File: src/rtl/wb_stage_if.sv
// Upstream retire handshake into the writeback stage: one retiring instruction per accept.
interface wb_stage_if;
    logic        in_valid;
    logic        in_ready;
    logic [4:0]  in_rd;
    logic [1:0]  in_wsel;
    logic [31:0] in_alu;
    logic [31:0] in_pc4;
    logic [2:0]  in_funct3;
    logic [1:0]  in_addr_lo;

    modport master (
        output in_valid, in_rd, in_wsel, in_alu, in_pc4, in_funct3, in_addr_lo,
        input  in_ready
    );

    modport slave (
        input  in_valid, in_rd, in_wsel, in_alu, in_pc4, in_funct3, in_addr_lo,
        output in_ready
    );
endinterface

File: src/rtl/wb_stage.sv
// Writeback stage: retires ALU/link results in one cycle and waits for the data memory on loads,
// extracting and sign/zero-extending the loaded byte, halfword or word before the register file write.
module wb_stage (
    input  logic        clk,
    input  logic        clrn,
    wb_stage_if.slave   up,
    input  logic        mem_rvalid,
    input  logic [31:0] mem_rdata,
    output logic [31:0] rf_d,
    output logic [4:0]  rf_wn,
    output logic        rf_we,
    output logic [31:0] retired
);
    typedef enum logic {S_IDLE, S_WAIT_MEM} state_t;

    localparam logic [1:0] WSEL_LOAD = 2'b01;
    localparam logic [1:0] WSEL_LINK = 2'b10;
    localparam logic [1:0] WSEL_NONE = 2'b11;

    state_t      r_state;
    state_t      w_state_nxt;
    logic [4:0]  r_ld_rd;
    logic [2:0]  r_ld_funct3;
    logic [1:0]  r_ld_addr_lo;
    logic [31:0] r_rf_d;
    logic [4:0]  r_rf_wn;
    logic        r_rf_we;
    logic [31:0] r_retired;

    logic        w_ld_accept;
    logic        w_complete;
    logic        w_wr_en;
    logic [31:0] w_wr_data;
    logic [4:0]  w_wr_addr;

    function automatic logic [31:0] load_extract(input logic [2:0]  f3,
                                                 input logic [1:0]  lo,
                                                 input logic [31:0] word);
        logic [7:0]  b;
        logic [15:0] h;
        b = word[{lo, 3'b000} +: 8];
        h = lo[1] ? word[31:16] : word[15:0];
        case (f3)
            3'b000:  load_extract = {{24{b[7]}}, b};
            3'b100:  load_extract = {24'd0, b};
            3'b001:  load_extract = {{16{h[15]}}, h};
            3'b101:  load_extract = {16'd0, h};
            default: load_extract = word;
        endcase
    endfunction

    assign up.in_ready = (r_state == S_IDLE);

    always_comb begin
        w_state_nxt = r_state;
        w_ld_accept = 1'b0;
        w_complete  = 1'b0;
        w_wr_en     = 1'b0;
        w_wr_data   = '0;
        w_wr_addr   = '0;
        case (r_state)
            S_IDLE: begin
                if (up.in_valid) begin
                    if (up.in_wsel == WSEL_LOAD) begin
                        w_ld_accept = 1'b1;
                        w_state_nxt = S_WAIT_MEM;
                    end else begin
                        w_complete = 1'b1;
                        w_wr_en    = (up.in_wsel != WSEL_NONE) && (up.in_rd != 5'd0);
                        w_wr_addr  = up.in_rd;
                        w_wr_data  = (up.in_wsel == WSEL_LINK) ? up.in_pc4 : up.in_alu;
                    end
                end
            end
            S_WAIT_MEM: begin
                // Responses are only meaningful here; a stray mem_rvalid in IDLE never reaches this path.
                if (mem_rvalid) begin
                    w_state_nxt = S_IDLE;
                    w_complete  = 1'b1;
                    w_wr_en     = (r_ld_rd != 5'd0);
                    w_wr_addr   = r_ld_rd;
                    w_wr_data   = load_extract(r_ld_funct3, r_ld_addr_lo, mem_rdata);
                end
            end
            default: w_state_nxt = S_IDLE;
        endcase
    end

    always_ff @(posedge clk or negedge clrn) begin
        if (!clrn) begin
            r_state <= S_IDLE;
        end else begin
            r_state <= w_state_nxt;
        end
    end

    always_ff @(posedge clk or negedge clrn) begin
        if (!clrn) begin
            r_ld_rd      <= '0;
            r_ld_funct3  <= '0;
            r_ld_addr_lo <= '0;
        end else if (w_ld_accept) begin
            r_ld_rd      <= up.in_rd;
            r_ld_funct3  <= up.in_funct3;
            r_ld_addr_lo <= up.in_addr_lo;
        end
    end

    // Write data/address only move on a write, so they hold between pulses.
    always_ff @(posedge clk or negedge clrn) begin
        if (!clrn) begin
            r_rf_we   <= 1'b0;
            r_rf_d    <= '0;
            r_rf_wn   <= '0;
            r_retired <= '0;
        end else begin
            r_rf_we <= w_wr_en;
            if (w_wr_en) begin
                r_rf_d  <= w_wr_data;
                r_rf_wn <= w_wr_addr;
            end
            if (w_complete) begin
                r_retired <= r_retired + 32'd1;
            end
        end
    end

    assign rf_d    = r_rf_d;
    assign rf_wn   = r_rf_wn;
    assign rf_we   = r_rf_we;
    assign retired = r_retired;
endmodule
File: src/flat_wrapper.sv
// flat-port wrapper written by rule: the top's interface ports become plain ports
module wb_stage_flat 
  (clk, clrn, mem_rvalid, mem_rdata, rf_d, rf_wn, rf_we, retired, up_in_valid, up_in_rd, up_in_wsel, up_in_alu, up_in_pc4, up_in_funct3, up_in_addr_lo, up_in_ready);
  wb_stage_if up_i ();
  input  logic clk;
  input  logic clrn;
  input  logic mem_rvalid;
  input  logic [31:0] mem_rdata;
  output logic [31:0] rf_d;
  output logic [4:0] rf_wn;
  output logic rf_we;
  output logic [31:0] retired;
  input wire logic [$bits(up_i.in_valid)-1:0] up_in_valid;
  input wire logic [$bits(up_i.in_rd)-1:0] up_in_rd;
  input wire logic [$bits(up_i.in_wsel)-1:0] up_in_wsel;
  input wire logic [$bits(up_i.in_alu)-1:0] up_in_alu;
  input wire logic [$bits(up_i.in_pc4)-1:0] up_in_pc4;
  input wire logic [$bits(up_i.in_funct3)-1:0] up_in_funct3;
  input wire logic [$bits(up_i.in_addr_lo)-1:0] up_in_addr_lo;
  output wire logic [$bits(up_i.in_ready)-1:0] up_in_ready;
  assign up_i.in_valid = up_in_valid;
  assign up_i.in_rd = up_in_rd;
  assign up_i.in_wsel = up_in_wsel;
  assign up_i.in_alu = up_in_alu;
  assign up_i.in_pc4 = up_in_pc4;
  assign up_i.in_funct3 = up_in_funct3;
  assign up_i.in_addr_lo = up_in_addr_lo;
  assign up_in_ready = up_i.in_ready;
  wb_stage u_core (.clk(clk), .clrn(clrn), .up(up_i), .mem_rvalid(mem_rvalid), .mem_rdata(mem_rdata), .rf_d(rf_d), .rf_wn(rf_wn), .rf_we(rf_we), .retired(retired));
endmodule
File: config.mk
export PLATFORM = sky130hd
export DESIGN_NAME = wb_stage_flat
export DESIGN_NICKNAME = d
export VERILOG_FILES = /design/src/rtl/wb_stage_if.sv /design/src/rtl/wb_stage.sv /design/src/flat_wrapper.sv
export SDC_FILE = /design/constraint.sdc
export NUM_CORES = 1
export LEC_CHECK = 0
export ABC_AREA = 1
export CORE_ASPECT_RATIO = 0.6
export CORE_MARGIN = 2
export CORE_UTILIZATION = 47
export CTS_CLUSTER_SIZE = 20
export DETAILED_ROUTE_END_ITERATION = 10
export PLACE_DENSITY = 0.82
export SYNTH_ARGS = -nofsm -noshare
export SYNTH_HDL_FRONTEND = slang
export SYNTH_SLANG_ARGS = --single-unit
export TNS_END_PERCENT = 20
File: constraint.sdc
create_clock -name clk -period 1.6 [get_ports clk]
set_input_delay 0.32 -clock clk [delete_from_list [all_inputs] [get_ports clk]]
set_output_delay 0.32 -clock clk [all_outputs]
set_load 0.03 [all_outputs]
# Word level (Yosys, flattened, before mapping)
# Index checks and enable logic that the tools add are counted.
dict set report classes {
  n_addsub 1
  multipliers 0
  n_div 0
  magnitude_cmp 0
  eq_ne 6
  shifts 1
  n_mux 24
  bitwise 1
  reduce_logical 4
}
# op n
set op_table {}
lappend op_table {{$mux 32} 4}
lappend op_table {{$pmux 32 s4} 1}
lappend op_table {{$pmux 32 s2} 1}
lappend op_table {{$add 32x1->32 const B} 1}
lappend op_table {{$shiftx 32x6->8} 1}
lappend op_table {{$mux 16} 1}
lappend op_table {{$mux 5} 3}
lappend op_table {{$mux 1} 10}
lappend op_table {{$pmux 5 s2} 1}
lappend op_table {{$reduce_bool 5->1} 2}
lappend op_table {{$eq 3x3->1 const B} 2}
lappend op_table {{$pmux 1 s2} 3}
lappend op_table {{$eq 3x1->1 const B} 1}
lappend op_table {{$logic_not 3->1} 1}
lappend op_table {{$eq 2x1->1 const B} 1}
lappend op_table {{$eq 2x2->1 const B} 1}
lappend op_table {{$ne 2x2->1 const B} 1}
lappend op_table {{$logic_and 1x1->1} 1}
lappend op_table {{$not 1->1} 1}
dict set report word_totals {
  regBits 81
  latchBits 0
  ram_bits 0
  romBits 0
  in_bits 112
  out_inout_bits 71
  mem_count 0
}

# Logic depth before layout (Yosys ltp)
# Gate-level depths: netlist (run 1).
dict set report depth {
  depth_word 5
  depth_mapped 10
  depth_no_buf 9
}

# Worst setup path before layout (run 1)
# No wires, ideal clock.
dict set report synth_path {
  path_type {flip-flop to flip-flop}
  start {register u_core.r_retired[0], in the netlist u_core.retired[0]}
  end {register u_core.r_retired[22], in the netlist u_core.retired[22]}
  setup_time_ps 134
  arrival_ps 1539
  setup_slack_ps -73
  stages_incl_launch_ff 8
  path_buffers 0
  synth_period_minus_slack_ps 1673
  path_cell_list {dfrtp_1 ha_1 nand3_2 nor2_2 nand2_2 nor2_4 nand2_1 xnor2_1}
}
dict set report synth_via {
  elab_chain_len 1
}
# item line
set synth_lines {}
lappend synth_lines {{start: declaration} wb_stage.sv:28} ;# logic [31:0] r_retired;
lappend synth_lines {{start signal: assignment} wb_stage.sv:123} ;# r_retired <= r_retired + 32'd1;
lappend synth_lines {{$add 32x1->32} wb_stage.sv:123}
# Every way passes these cells.
# A chain may end at the register's enable or synchronous reset.

# Worst setup path after layout (run 1)
dict set report layout_path {
  start {register u_core.r_retired[0], in the netlist u_core.retired[0]}
  end {output retired[0]}
}
# item line
set layout_rtl {}
lappend layout_rtl {{end: declaration} flat_wrapper.sv:12} ;# output logic [31:0] retired;
# No word-level cell between the ends.

==> results of run 1 <==
==> Yosys cell counts (2+ instances only) <==
cell type    n  share of area (%)
nor2_4       2               0.42
xnor2_1     13                2.1
nand3_2      4               0.74
a21oi_1     70                6.5
nor2_2      10                1.2
o21ai_0     41                3.8
xor2_1       7                1.1
nand3b_1     3               0.42
nand3_1     40                3.7
o21ai_1      3               0.28
nand2_1    266                 18
nand2_2      8               0.92
clkbuf_1     9               0.62
inv_2        4               0.28
buf_4        8                1.1
buf_2       14                1.3
nand4_1      7               0.81
buf_6        5                1.0
o21ai_2      2               0.32
nor2_1     164                 11
inv_1       73                5.1
dfrtp_1     81                 37
==> layer usage <==
layer  up-vias  share of wire, %  track usage [%]
met1      2978                46            45.37
li1       3082                 -                -
met3        46                11            8.631
met5         -                 0                0
met4         0               2.2            9.271
met2       326                41            45.98
==> critical path, stage by stage (launching register included) <==
cell             delay, ns
dfrtp_2               0.42
buf_4                 0.15
clkdlybuf4s15_1       0.33
==> area by class of cell <==
cell class                      count  area, µm²
Clock buffer                       10      239.0
Clock inverter                      6      112.6
Fill cell                         920       3014
Inverter                           79      299.0
Multi-Input combinational cell    645       2987
Sequential cell                    81       2041
Tap cell                          144      180.2
Timing Repair Buffer              252       2389
==> what timing repair did <==
item | 4_1_cts | 5_1_grt
endpoints found under the hold margin | 25 | 0
gates resized for setup | 73 | 46
setup endpoints to repair | 109 | 74
buffers inserted | 2 | 8
pin swaps | 1 | 5
hold buffers | 1 | 0
cloned | 1 | 2
==> through the flow <==
step | std cells | setup slack, ns | util, %
2_1_floorplan | 841 | 0.03999 | -
3_3_place_gp | 1187 | -0.5063 | 68.31
3_5_place_dp | 1187 | -0.5556 | 68.31
4_1_cts | 1207 | -0.01431 | 71.02
5_1_grt | 1217 | -0.03496 | 73.23
6_report | 1217 | 0.03430 | 73.23
==> state kept, by name, indices dropped and copies added, names as in the netlist <==
| name | flops |
|---|---|
| u_core.r_state | 1 |
| u_core.rf_we | 1 |
| u_core.r_ld_addr_lo | 2 |
| u_core.rf_d | 32 |
| u_core.rf_wn | 5 |
| u_core.r_ld_funct3 | 3 |
| u_core.retired | 32 |
| u_core.r_ld_rd | 5 |
==> path summary, 6_finish.rpt <==
path	from	end	slack, ns	cells past startpoint
worst max-delay path	u_core.retired[0]$_DFFE_PN0P_	retired[0]	0.03	2
worst min-delay path	clrn	u_core.retired[16]$_DFFE_PN0P_	0.46	2
worst max register to register	u_core.retired[11]$_DFFE_PN0P_	u_core.retired[22]$_DFFE_PN0P_	0.05	6
worst min register to register	u_core.retired[0]$_DFFE_PN0P_	u_core.retired[0]$_DFFE_PN0P_	0.49	1
max in group asynchronous	clrn	u_core.rf_d[18]$_DFFE_PN0P_	0.58	3
min in group clk	u_core.retired[0]$_DFFE_PN0P_	u_core.retired[0]$_DFFE_PN0P_	0.49	1
==> cells by family after synthesis <==
logic type                 Yosys count
and+or+nand+nor                    506
AOI/OAI and AO/OA                  117
buffers and inverters              116
DFF                                 81
xor gates and xnor gates            20
adders and majority gates            1
==> power by group <==
| group | switching [W] | internal, W |
|---|---|---|
| Sequential | 0.000296 | 0.00242 |
| Clock | 0.000899 | 0.00157 |
| Combinational | 0.00190 | 0.00122 |
==> results.sh, run 1 <==
export IMPL_clk_pin_slew_worst_paths_ns=0.06
export IMPL_power_density_nw_per_um2=1006
export IMPL_wl_per_cell_um=16.30
export IMPL_clock_sinks=81
export IMPL_grt_pass1_wl_um=30140
export IMPL_relSlewSlack_pct=70.73
export IMPL_outcome="completed"
export IMPL_setup_tns_ns=0
export IMPL_wl_um=19840
export IMPL_numCtsBuffers=9
export IMPL_areaGrowthSynthToFinish_pct=52.39
export IMPL_synth_top_family_by_area="simple AND/OR/NAND/NOR gates"
export IMPL_drive_above_1_share_pct=14.45
export IMPL_fin_hold_ws_ns=0.4553
export IMPL_cp_arrival_ns=1.25
export IMPL_syn_area_per_cell_um2=6.435
export IMPL_layout_min_cycle_time_ns=1.566
export IMPL_power_leakage_nw=4.113
export IMPL_vias=6432
export IMPL_initial_core_util_pct=48.06
export IMPL_stdcell_area_um2=8247
export IMPL_h_tree_depth=3
export IMPL_min_path_type="in2async"
export IMPL_cts_tree="built"
export IMPL_layout_common_cells="nand2_1 (261), nor2_1 (154), clkdlybuf4s50_1 (109), inv_1 (71), dfrtp_1 (70)"
export IMPL_synthSimpleGateAreaFrac_pct=38.38
export IMPL_syn_nets=954
export IMPL_rsz0062_at_grt="yes"
export IMPL_chipHeight_um=87.12
export IMPL_ios=183
export IMPL_grt_start_max_net_pins=39
export IMPL_hold_violations=0
export IMPL_portBuffers=182
export IMPL_clock_root_buffer="clkbuf_16"
export IMPL_die_area_um2=12420
export IMPL_irDropWorstVdd_mv=0.7731
export IMPL_synthMuxAreaShare_pct=0
export IMPL_max_freq_mhz=638.7
export IMPL_clk_latency_ns=0.34
export IMPL_synth_warnings=0
export IMPL_setup_viol=0
export IMPL_synthCells=841
export IMPL_drc=0
export IMPL_placementRows=30
export IMPL_worstSetupStartpointType="register"
export IMPL_synth_xor_area_share_pct=3.237
export IMPL_first_pass_iters=5
export IMPL_synthDistinctLibCells=29
export IMPL_synth_compound_area_share_pct=11.03
export IMPL_synth_edf_count=0
export IMPL_cts_buffer_depth=2
export IMPL_die_w_um=142.5
export IMPL_yosys_register_bits=81
export IMPL_antenna_found_initial=0
export IMPL_dpl_cell_area_um2=7692
export IMPL_skew_ns=0.004383
export IMPL_grt_pass1_vias=5870
export IMPL_fin_crit_sh_pct=97.86
export IMPL_criticalPathCategory="reg2out"
export IMPL_fin_nets=1181
export IMPL_synthAdderAreaFrac_pct=0.2312
export IMPL_viasPerCell=5.285
export IMPL_first_iter_violations=655
export IMPL_globalplace_congestion=0.9774
export IMPL_ant_nets=0
export IMPL_cap_violations=0
export IMPL_antenna_cells=0
export IMPL_yosysSeqAreaShare_pct=37.46
export IMPL_synth_area_um2=5411
export IMPL_drv_slew=0
export IMPL_synth_top_flop_cell="dfrtp_1"
export IMPL_hpwl_um=14550
export IMPL_fin_total_pwr_w=0.008300
export IMPL_cp_max_fo=3
export IMPL_layout_commonest_cell="nand2_1"
export IMPL_grt_ovfl_total=0
export IMPL_grt_use_total_pct=31.34
export IMPL_core_area_um2=11260
export IMPL_ys_async_sr_fraction_pct=100.0
export IMPL_worst_slew_pin_slew_ns=0.4391
export IMPL_worstSetupEndpointType="output port"
export IMPL_crit_required_ns=1.28
Note: power is estimated with default switching activity, not from simulation.
==> run 2: changes to the inputs <==
--- a/config.mk
+++ b/config.mk
@@ -9,8 +9,9 @@
 export CORE_ASPECT_RATIO = 0.6
 export CORE_MARGIN = 2
 export CORE_UTILIZATION = 47
-export CTS_CLUSTER_SIZE = 20
+export CTS_CLUSTER_SIZE = 28
 export DETAILED_ROUTE_END_ITERATION = 10
+export GPL_ROUTABILITY_DRIVEN = 0
 export PLACE_DENSITY = 0.82
 export SYNTH_ARGS = -nofsm -noshare
 export SYNTH_HDL_FRONTEND = slang
==> run 2 against run 1 <==
  * Cell area fell by 2.1%
  * Critical path depth rose by 5
  * Hold slack better by 0.0028 ns
  * Setup slack worse by 0.0094 ns
  * Non-clock buffer count fell by 6
  * Die area did not move
  * Register-to-register slack lost 0.03 ns
  * Via count down 2.6%
  * Critical path type is now reg2reg
==> results.sh, run 2 (same netlist as run 1, synthesis figures left out) <==
export IMPL_grt_use_total_pct=30.48
export IMPL_worstSetupStartpointType="register"
export IMPL_hold_violations=0
export IMPL_cpMostUsedCell="nand2_1"
export IMPL_clock_sinks=81
export IMPL_cp_arrival_ns=1.81
export IMPL_worstSetupEndpointType="register"
export IMPL_worstPathCellList="nand2_1 > nor2_2 > nand3_4 > nor3_4 > nand2_1 > nand2_1 > nand2_1"
export IMPL_cap_violations=0
export IMPL_crit_required_ns=1.83
export IMPL_drv_slew=0
export IMPL_layout_min_cycle_time_ns=1.575
export IMPL_die_w_um=142.5
export IMPL_grt_pass1_wl_um=29270
export IMPL_placementRows=30
export IMPL_worst_slew_pin_slew_ns=0.4081
export IMPL_setup_viol=0
export IMPL_fin_hold_ws_ns=0.4581
export IMPL_slowest_delay_ns=0.43
export IMPL_irDropWorstVdd_mv=0.7277
export IMPL_h_tree_depth=3
export IMPL_min_path_type="in2async"
export IMPL_numCtsBuffers=9
export IMPL_final_core_util_pct=71.72
export IMPL_crit_slowest_cell="dfrtp_1"
export IMPL_criticalPathCategory="reg2reg"
export IMPL_antenna_found_initial=0
export IMPL_first_iter_violations=608
export IMPL_cts_buffer_depth=2
export IMPL_core_area_um2=11260
export IMPL_portBuffers=182
export IMPL_drive_above_1_share_pct=12.85
export IMPL_fin_crit_sh_pct=98.44
export IMPL_hpwl_um=14360
export IMPL_multiInputGateArea_um2=2962
export IMPL_drc=0
export IMPL_initial_core_util_pct=48.06
export IMPL_cts_tree="built"
export IMPL_layout_commonest_cell="nand2_1"
export IMPL_first_pass_iters=5
export IMPL_max_freq_mhz=634.9
export IMPL_outcome="completed"
export IMPL_vias=6264
export IMPL_grt_ovfl_total=0
export IMPL_viasPerCell=5.177
export IMPL_relSlewSlack_pct=72.80
export IMPL_crit_buf_inv=0
export IMPL_cp_max_fo=4
export IMPL_fin_total_pwr_w=0.007731
export IMPL_pre_cts_slack_ns=-0.2831
export IMPL_clk_pin_slew_worst_paths_ns=0.06
export IMPL_grt_pass1_vias=5501
export IMPL_fin_nets=1174
export IMPL_wl_um=18880
export IMPL_fin_ws_ns=0.02490
export IMPL_rsz0062_at_grt="yes"
export IMPL_die_area_um2=12420
export IMPL_fillers=958
export IMPL_power_density_nw_per_um2=957.2
export IMPL_setup_tns_ns=0
export IMPL_areaGrowthSynthToFinish_pct=49.25
export IMPL_skew_ns=0.006430
export IMPL_wl_per_cell_um=15.60
export IMPL_clock_root_buffer="clkbuf_16"
export IMPL_chipHeight_um=87.12
export IMPL_seq_area_um2=2036
export IMPL_ant_nets=0
export IMPL_ios=183
export IMPL_clk_latency_ns=0.34
export IMPL_layout_common_cells="nand2_1 (264), nor2_1 (156), clkdlybuf4s50_1 (110), dfrtp_1 (74), inv_1 (73)"
export IMPL_antenna_cells=0
export IMPL_grt_start_max_net_pins=39
export IMPL_crit_family="simple AND/OR/NAND/NOR gates"
export IMPL_power_leakage_nw=4.031
==> run 2: cell types whose count changed in the layout (fill, tap and decap cells not counted), moves of 4 or more <==
cell | before | now
buf_4 | 62 | 55
dfrtp_1 | 70 | 74
dfrtp_2 | 11 | 7
nor2_4 | 10 | 6
==> run 2: final cells by class <==
class / instances / area share [%]
clock buffer: 9 / 2.789
sequential: 81 / 25.21
multi-input combinational: 644 / 36.67
timing repair buffer: 246 / 28.74
inverter: 79 / 3.703
clock inverter: 7 / 0.6661
tap: 144 / 2.231
==> run 2: worst paths after layout <==
path | slack [ns] | startpoint | to | depth (start not counted)
min | 0.46 | clrn | u_core.retired[11]$_DFFE_PN0P_ | 2
max | 0.02 | u_core.retired[7]$_DFFE_PN0P_ | u_core.retired[31]$_DFFE_PN0P_ | 7
max reg2reg | 0.02 | u_core.retired[7]$_DFFE_PN0P_ | u_core.retired[31]$_DFFE_PN0P_ | 7
min in group clk | 0.49 | u_core.retired[31]$_DFFE_PN0P_ | u_core.retired[31]$_DFFE_PN0P_ | 2
max in group asynchronous | 0.61 | clrn | u_core.retired[14]$_DFFE_PN0P_ | 3
min reg2reg | 0.49 | u_core.retired[31]$_DFFE_PN0P_ | u_core.retired[31]$_DFFE_PN0P_ | 2
==> run 2: through the flow <==
step                std cells  instance area, µm²
global route             1210                8077
floorplan                 841                5414
finish                   1210                8077
detailed placement       1187                7730
CTS                      1204                7931
global placement         1187                7730
==> run 2: timing repair <==
action / CTS / global route
endpoints found under the setup margin: 71 / 36
pin swaps: 0 / 6
gates resized for setup: 70 / 34
buffers inserted: 0 / 6
hold endpoints to repair: 22 / 0
hold buffers: 1 / 0
==> run 2: routing by layer <==
metal | routed length [µm] | GRT usage [%] | up-vias | share of wire, %
met3 | 2000 | 8.246 | 26 | 11
met4 | 279 | 6.301 | 0 | 1.5
li1 | - | - | 3059 | -
met1 | 8735 | 45.91 | 2878 | 46
met5 | 0 | 0 | - | 0
met2 | 7861 | 43.97 | 301 | 42
==> run 2: where the power goes <==
part           switching (W)  internal (W)  total [W]
combinational        0.00186       0.00120    0.00306
sequential          0.000299       0.00241    0.00271
clock               0.000892       0.00106    0.00195
total                0.00305       0.00468    0.00773
==> run 3: changes to the inputs <==
--- a/config.mk
+++ b/config.mk
@@ -12,6 +12,7 @@
 export CTS_CLUSTER_SIZE = 28
 export DETAILED_ROUTE_END_ITERATION = 10
 export GPL_ROUTABILITY_DRIVEN = 0
+export HOLD_SLACK_MARGIN = 0.12
 export PLACE_DENSITY = 0.82
 export SYNTH_ARGS = -nofsm -noshare
 export SYNTH_HDL_FRONTEND = slang
==> results of run 3 <==
Final layout, timing and power as in run 2 (identical DEF).
